--- config.mk ---
export PLATFORM = sky130hd
export DESIGN_NAME = usrt_apb_ctrl
export DESIGN_NICKNAME = d
export VERILOG_FILES = /design/src/rtl/usrt_apb_ctrl.sv
export SDC_FILE = /design/constraint.sdc
export NUM_CORES = 1
export LEC_CHECK = 0
export ABC_AREA = 1
export BUFFER_PORTS_ARGS = -buffer_cell sky130_fd_sc_hd__buf_2
export CAP_MARGIN = 15
export CORE_ASPECT_RATIO = 0.7
export CORE_MARGIN = 3
export CORE_UTILIZATION = 50
export DETAILED_ROUTE_END_ITERATION = 6
export PLACE_DENSITY = 0.77
export RECOVER_POWER = 100
export SYNTH_ARGS = -nofsm -noshare
export SYNTH_HDL_FRONTEND = slang
export SYNTH_SLANG_ARGS = --single-unit
--- constraint.sdc ---
create_clock -name pClk -period 2.5 [get_ports pClk]
set_clock_uncertainty 0.15 [all_clocks]
set_input_delay 0.5 -clock pClk [delete_from_list [all_inputs] [get_ports pClk]]
set_output_delay 0.5 -clock pClk [all_outputs]
set_load 0.02 [all_outputs]
--- src/rtl/usrt_apb_ctrl.sv ---
// usrt_apb_ctrl: APB slave that turns each DATA access into one 8-bit USRT frame.
// Define USRT_PARITY_EN to add an even parity bit after D7 (11-bit frames).
module usrt_apb_ctrl #(
    parameter int CLKS_PER_BIT = 40,
    parameter int ADDR_W       = 33,
    parameter int RX_TIMEOUT   = 16
) (
    input  logic              pClk,
    input  logic              pReset,
    input  logic              pSelect,
    input  logic              pEnable,
    input  logic              pWrite,
    input  logic [ADDR_W-1:0] pAddress,
    input  logic [7:0]        pWData,
    output logic [7:0]        pRData,
    output logic              pReady,
    output logic              pSlvErr,
    output logic              usrt_clk,
    output logic              usrt_tx,
    input  logic              usrt_rx
);

`ifdef USRT_PARITY_EN
    localparam int NBITS = 11;
`else
    localparam int NBITS = 10;
`endif
    localparam int HALF = CLKS_PER_BIT / 2;
    localparam int TW   = $clog2(CLKS_PER_BIT);
    localparam int WW   = $clog2(RX_TIMEOUT + 1);
    localparam int SW   = NBITS - 1;

    typedef enum logic [2:0] {S_IDLE, S_TX, S_RX, S_STAT, S_DONE} state_t;

    state_t        state_q, state_d;
    logic [TW-1:0] timer_q, timer_d;
    logic [3:0]    bit_q, bit_d;
    logic [WW-1:0] wait_q, wait_d;
    logic [SW-1:0] shift_q, shift_d;
    logic [7:0]    rxsr_q, rxsr_d;
    logic [7:0]    rdata_q, rdata_d;
    logic          started_q, started_d;
    logic          slverr_q, slverr_d;
    logic          err_q, err_d;
    logic          tx_q, tx_d;
`ifdef USRT_PARITY_EN
    logic          perr_q, perr_d;
`endif

    logic access, bit_end, mid_bit, in_frame, busy;
    logic unused_addr;

    assign unused_addr = ^pAddress[ADDR_W-1:1];
    assign access      = pSelect & pEnable & ~pReady;
    assign in_frame    = (state_q == S_TX) || (state_q == S_RX);
    assign bit_end     = timer_q == TW'(CLKS_PER_BIT - 1);
    assign mid_bit     = timer_q == TW'(HALF);
    assign busy        = state_q != S_IDLE;

`ifdef USRT_PARITY_EN
    function automatic logic even_parity(input logic [7:0] d);
        return ^d;
    endfunction
`endif

    always_ff @(posedge pClk) begin
        if (!pReset) begin
            state_q <= S_IDLE;
        end else begin
            state_q <= state_d;
        end
    end

    always_comb begin
        state_d = state_q;
        case (state_q)
            S_IDLE: begin
                if (access) begin
                    if (pAddress[0])  state_d = S_STAT;
                    else if (pWrite)  state_d = S_TX;
                    else              state_d = S_RX;
                end
            end
            S_TX: begin
                if (!pSelect)                                 state_d = S_IDLE;
                else if (bit_end && bit_q == 4'(NBITS - 1))   state_d = S_DONE;
            end
            S_RX: begin
                if (!pSelect) begin
                    state_d = S_IDLE;
                end else if (!started_q) begin
                    if (bit_end && wait_q == WW'(RX_TIMEOUT - 1)) state_d = S_DONE;
                end else if (mid_bit && bit_q == 4'(NBITS - 1)) begin
                    state_d = S_DONE;
                end
            end
            S_STAT:  state_d = S_IDLE;
            S_DONE:  state_d = S_IDLE;
            default: state_d = S_IDLE;
        endcase
    end

    always_comb begin
        pReady   = (state_q == S_DONE) || (state_q == S_STAT);
        pSlvErr  = (state_q == S_DONE) && slverr_q;
        usrt_clk = in_frame && (timer_q < TW'(HALF));
        usrt_tx  = tx_q;
        pRData   = rdata_q;
    end

    // Datapath next-state: timer, shift registers, capture and error tracking
    always_comb begin
        timer_d   = '0;
        bit_d     = bit_q;
        wait_d    = wait_q;
        shift_d   = shift_q;
        rxsr_d    = rxsr_q;
        rdata_d   = rdata_q;
        started_d = started_q;
        slverr_d  = slverr_q;
        err_d     = err_q;
        tx_d      = tx_q;
`ifdef USRT_PARITY_EN
        perr_d    = perr_q;
`endif
        if (in_frame && state_d == state_q) begin
            timer_d = bit_end ? '0 : timer_q + 1'b1;
        end

        case (state_q)
            S_IDLE: begin
                if (access) begin
                    if (pAddress[0]) begin
                        slverr_d = 1'b0;
                        if (!pWrite) begin
                            rdata_d = {6'b0, err_q, busy};
                            err_d   = 1'b0;
                        end
                    end else if (pWrite) begin
`ifdef USRT_PARITY_EN
                        shift_d = {1'b1, even_parity(pWData), pWData};
`else
                        shift_d = {1'b1, pWData};
`endif
                        tx_d  = 1'b0;
                        bit_d = '0;
                    end else begin
                        bit_d     = '0;
                        wait_d    = '0;
                        started_d = 1'b0;
                        rxsr_d    = '0;
`ifdef USRT_PARITY_EN
                        perr_d    = 1'b0;
`endif
                    end
                end
            end
            S_TX: begin
                if (!pSelect) begin
                    tx_d = 1'b1;
                end else if (bit_end) begin
                    if (bit_q == 4'(NBITS - 1)) begin
                        tx_d     = 1'b1;
                        slverr_d = 1'b0;
                    end else begin
                        tx_d    = shift_q[0];
                        shift_d = {1'b1, shift_q[SW-1:1]};
                        bit_d   = bit_q + 1'b1;
                    end
                end
            end
            S_RX: begin
                if (pSelect) begin
                    if (!started_q) begin
                        if (mid_bit && !usrt_rx) begin
                            started_d = 1'b1;
                            bit_d     = 4'd1;
                        end else if (bit_end) begin
                            if (wait_q == WW'(RX_TIMEOUT - 1)) begin
                                rdata_d  = '0;
                                slverr_d = 1'b1;
                                err_d    = 1'b1;
                            end else begin
                                wait_d = wait_q + 1'b1;
                            end
                        end
                    end else if (mid_bit) begin
                        bit_d = bit_q + 1'b1;
                        if (bit_q <= 4'd8) rxsr_d = {usrt_rx, rxsr_q[7:1]};
`ifdef USRT_PARITY_EN
                        if (bit_q == 4'd9) perr_d = usrt_rx != even_parity(rxsr_q);
                        if (bit_q == 4'(NBITS - 1)) begin
                            rdata_d  = rxsr_q;
                            slverr_d = ~usrt_rx | perr_q;
                            err_d    = err_q | ~usrt_rx | perr_q;
                        end
`else
                        if (bit_q == 4'(NBITS - 1)) begin
                            rdata_d  = rxsr_q;
                            slverr_d = ~usrt_rx;
                            err_d    = err_q | ~usrt_rx;
                        end
`endif
                    end
                end
            end
            default: ;
        endcase
    end

    always_ff @(posedge pClk) begin
        if (!pReset) begin
            timer_q   <= '0;
            bit_q     <= '0;
            wait_q    <= '0;
            shift_q   <= '0;
            rxsr_q    <= '0;
            rdata_q   <= '0;
            started_q <= 1'b0;
            slverr_q  <= 1'b0;
            err_q     <= 1'b0;
            tx_q      <= 1'b1;
`ifdef USRT_PARITY_EN
            perr_q    <= 1'b0;
`endif
        end else begin
            timer_q   <= timer_d;
            bit_q     <= bit_d;
            wait_q    <= wait_d;
            shift_q   <= shift_d;
            rxsr_q    <= rxsr_d;
            rdata_q   <= rdata_d;
            started_q <= started_d;
            slverr_q  <= slverr_d;
            err_q     <= err_d;
            tx_q      <= tx_d;
`ifdef USRT_PARITY_EN
            perr_q    <= perr_d;
`endif
        end
    end

endmodule

==> flow_summary.ini <==
[outcome]
status = finished, final reports clean

[worst_setup_path]
crit_path_end_kind = output port
crit_top_cell = inv_1
path_buf_inv = 3
cp_max_fo = 14
worst_ep_arrival_time_ps = 1640
crit_slowest_cell = dfxtp_1
path_cells = inv_1 > nand3_2 > nand2_1 > inv_1 > nor3_1 > buf_2
required_ps = 1850
critPathTopFamily = simple AND/OR/NAND/NOR gates
crit_type = flip-flop to output port
slowest_delay_ps = 350
start_kind = flip-flop

[global_route]
grt.total_usage_pct = 20.8
antenna_found_initial = 0
grt_pass1_wl_um = 10300
grt_max_degree = 24
grt_pass1_vias = 2317
grt_remaining_overflow = 0

[sta]
layout_setup_ws_ps = 205
hold_viol = 0
finalSetupViolCount = 0
tns_ps = 0
period_minus_slack_ps = 2290
hold_slack_ps = 300
rsz0062_at_grt = no
worst_pin_slew_ps = 506
drv_slew = 0
maxSlewHeadroom_pct = 66.2
max_freq_mhz = 436
fin_crit_sh_pct = 91.8

[cts]
cts-root-buf = clkbuf_8
cts_tree = yes
cts_made_buffers = 5
insertion_delay_ps = 300
cts_hold_buf = 0
htree_levels = 2
cts_setup_buffers = 0
cts.sinks = 47
clockBufferDepth = 2
clkTransAtPathRegs_ps = 90
post_cts_resized = 0

[place]
gp_routability_congestion = 0.881
dpl.cell_count = 493
hpwl_um = 4520
io_buffers = 26
dpl-instance-area_um2 = 2860
dp_slack_ps = 430

[yosys]
synth_cell_types = 29
yosys_warnings = 0
syn_avg_cell_area_um2 = 6.59
synth_flop_cell = dfxtp_1
syn_inst = 403
syn-cell-area_um2 = 2660
synthArstFlopShare_pct = 0
synth_edf_count = 0
yosysSeqAreaShare_pct = 35.4
syn_nets = 457
synth-seq-cells = 47

[pwr]
ir_drop_v = 0.000341
p_per_area_nw_per_um2 = 563
total_power_mw = 1.65
p_leak_nw = 1.26

[routing]
wl_met1_um = 2990
drc = 0
viasPerCell = 5.21
drt-wirelength-per-cell_um = 12.3
dr.max_layer_used = met4
ant_nets = 0
drt_iter0_drc = 190
dr.pass1.iters = 5
wl_met2_um = 2570
routed_wl_um = 6150
vias = 2608
dr_wl_met3_um = 487

[floorplan]
coreArea_um2 = 4940
initial_core_util_pct = 53.8
ios = 59
fp.dieH_um = 67.0
rows = 21
dieArea_um2 = 6240
fp.dieW_um = 93.1

[finish]
area_growth_pct = 10.1
num_antenna_cells = 0
stdcell_count = 501
final_nets = 485
final_common_cell = nand2_1
drive_above_1_share_pct = 12.3
final_core_util_pct = 59.2
final_area_um2 = 2930
layout_common_cells = nand2_1 (83), nor2_1 (61), dfxtp_1 (47), inv_1 (46), nand3_1 (37)

[min_path]
hold_path.class = flip-flop to flip-flop

[run]
maxCapViolCount = 0
-- cell type report --
class	count	area [um^2]
fill	503	2010
multi-input combinational	293	1440
sequential	47	941
inverter	54	203
timing repair buffer	30	148
tap	69	86.3
clock buffer	5	68.8
clock inverter	3	43.8
-- kinds of logic (layout without fill, tap and decap cells) --
kind of cell,after synthesis,count (layout),synth area share (%)
AOI/OAI and AO/OA,70,70,13.7
buffers and inverters,63,92,9.42
xor gates and xnor gates,6,6,1.98
DFF,47,47,35.4
and+or+nand+nor,210,210,36.3
adders and majority gates,7,7,3.30
-- cell usage after synthesis, types with 5 or more instances --
| master | instances | area [um^2] |
|---|---|---|
| dfxtp_1 | 47 | 941 |
| inv_1 | 44 | 165 |
| xor2_1 | 5 | 43.8 |
| o21ai_0 | 26 | 130 |
| a21oi_1 | 35 | 175 |
| nor2_1 | 58 | 218 |
| nand3_2 | 8 | 80.1 |
| nand2_1 | 83 | 312 |
| nor2_2 | 8 | 50.1 |
| nand4_1 | 6 | 37.5 |
| o21ai_1 | 5 | 25.0 |
| ha_1 | 7 | 87.6 |
| nand3_1 | 36 | 180 |
| inv_2 | 8 | 30.0 |
-- registers in the layout, indices dropped and copies added, names as in the netlist --
name / flops
timer_q: 6
rxsr_q: 8
pRData: 8
usrt_tx: 1
started_q: 1
slverr_q: 1
shift_q: 9
bit_q: 4
err_q: 1
state_q: 3
wait_q: 5
-- path summary, 6_finish.rpt --
check                          start                      end  slack [ps]  depth (start not counted)
max reg2reg    state_q[0]$_SDFF_PN0_   rxsr_q[7]$_SDFFE_PN0P_         220                          8
max            state_q[0]$_SDFF_PN0_                 usrt_clk         210                          6
min reg2reg  shift_q[2]$_SDFFE_PN0P_  shift_q[2]$_SDFFE_PN0P_         300                          2
min          shift_q[2]$_SDFFE_PN0P_  shift_q[2]$_SDFFE_PN0P_         300                          2
-- metal layers --
layer / up-vias / global-route usage, %
li1: 1344 / -
met1: 1161 / 28.7
met2: 91 / 32.1
met3: 12 / 4.29
met4: 0 / 7.13
met5: - / 0
-- worst min-delay path: stages (launching register included) --
cell	delay, ps
dfxtp_1	310
inv_1	50
a21oi_1	50
-- power breakdown --
group / switching [mW] / internal [mW] / leakage, nW / total, mW
clock network: 0.265 / 0.298 / 0.0581 / 0.563
logic: 0.191 / 0.0859 / 0.817 / 0.277
registers: 0.0207 / 0.787 / 0.382 / 0.808
No activity file was read; power rests on OpenSTA's default activity.
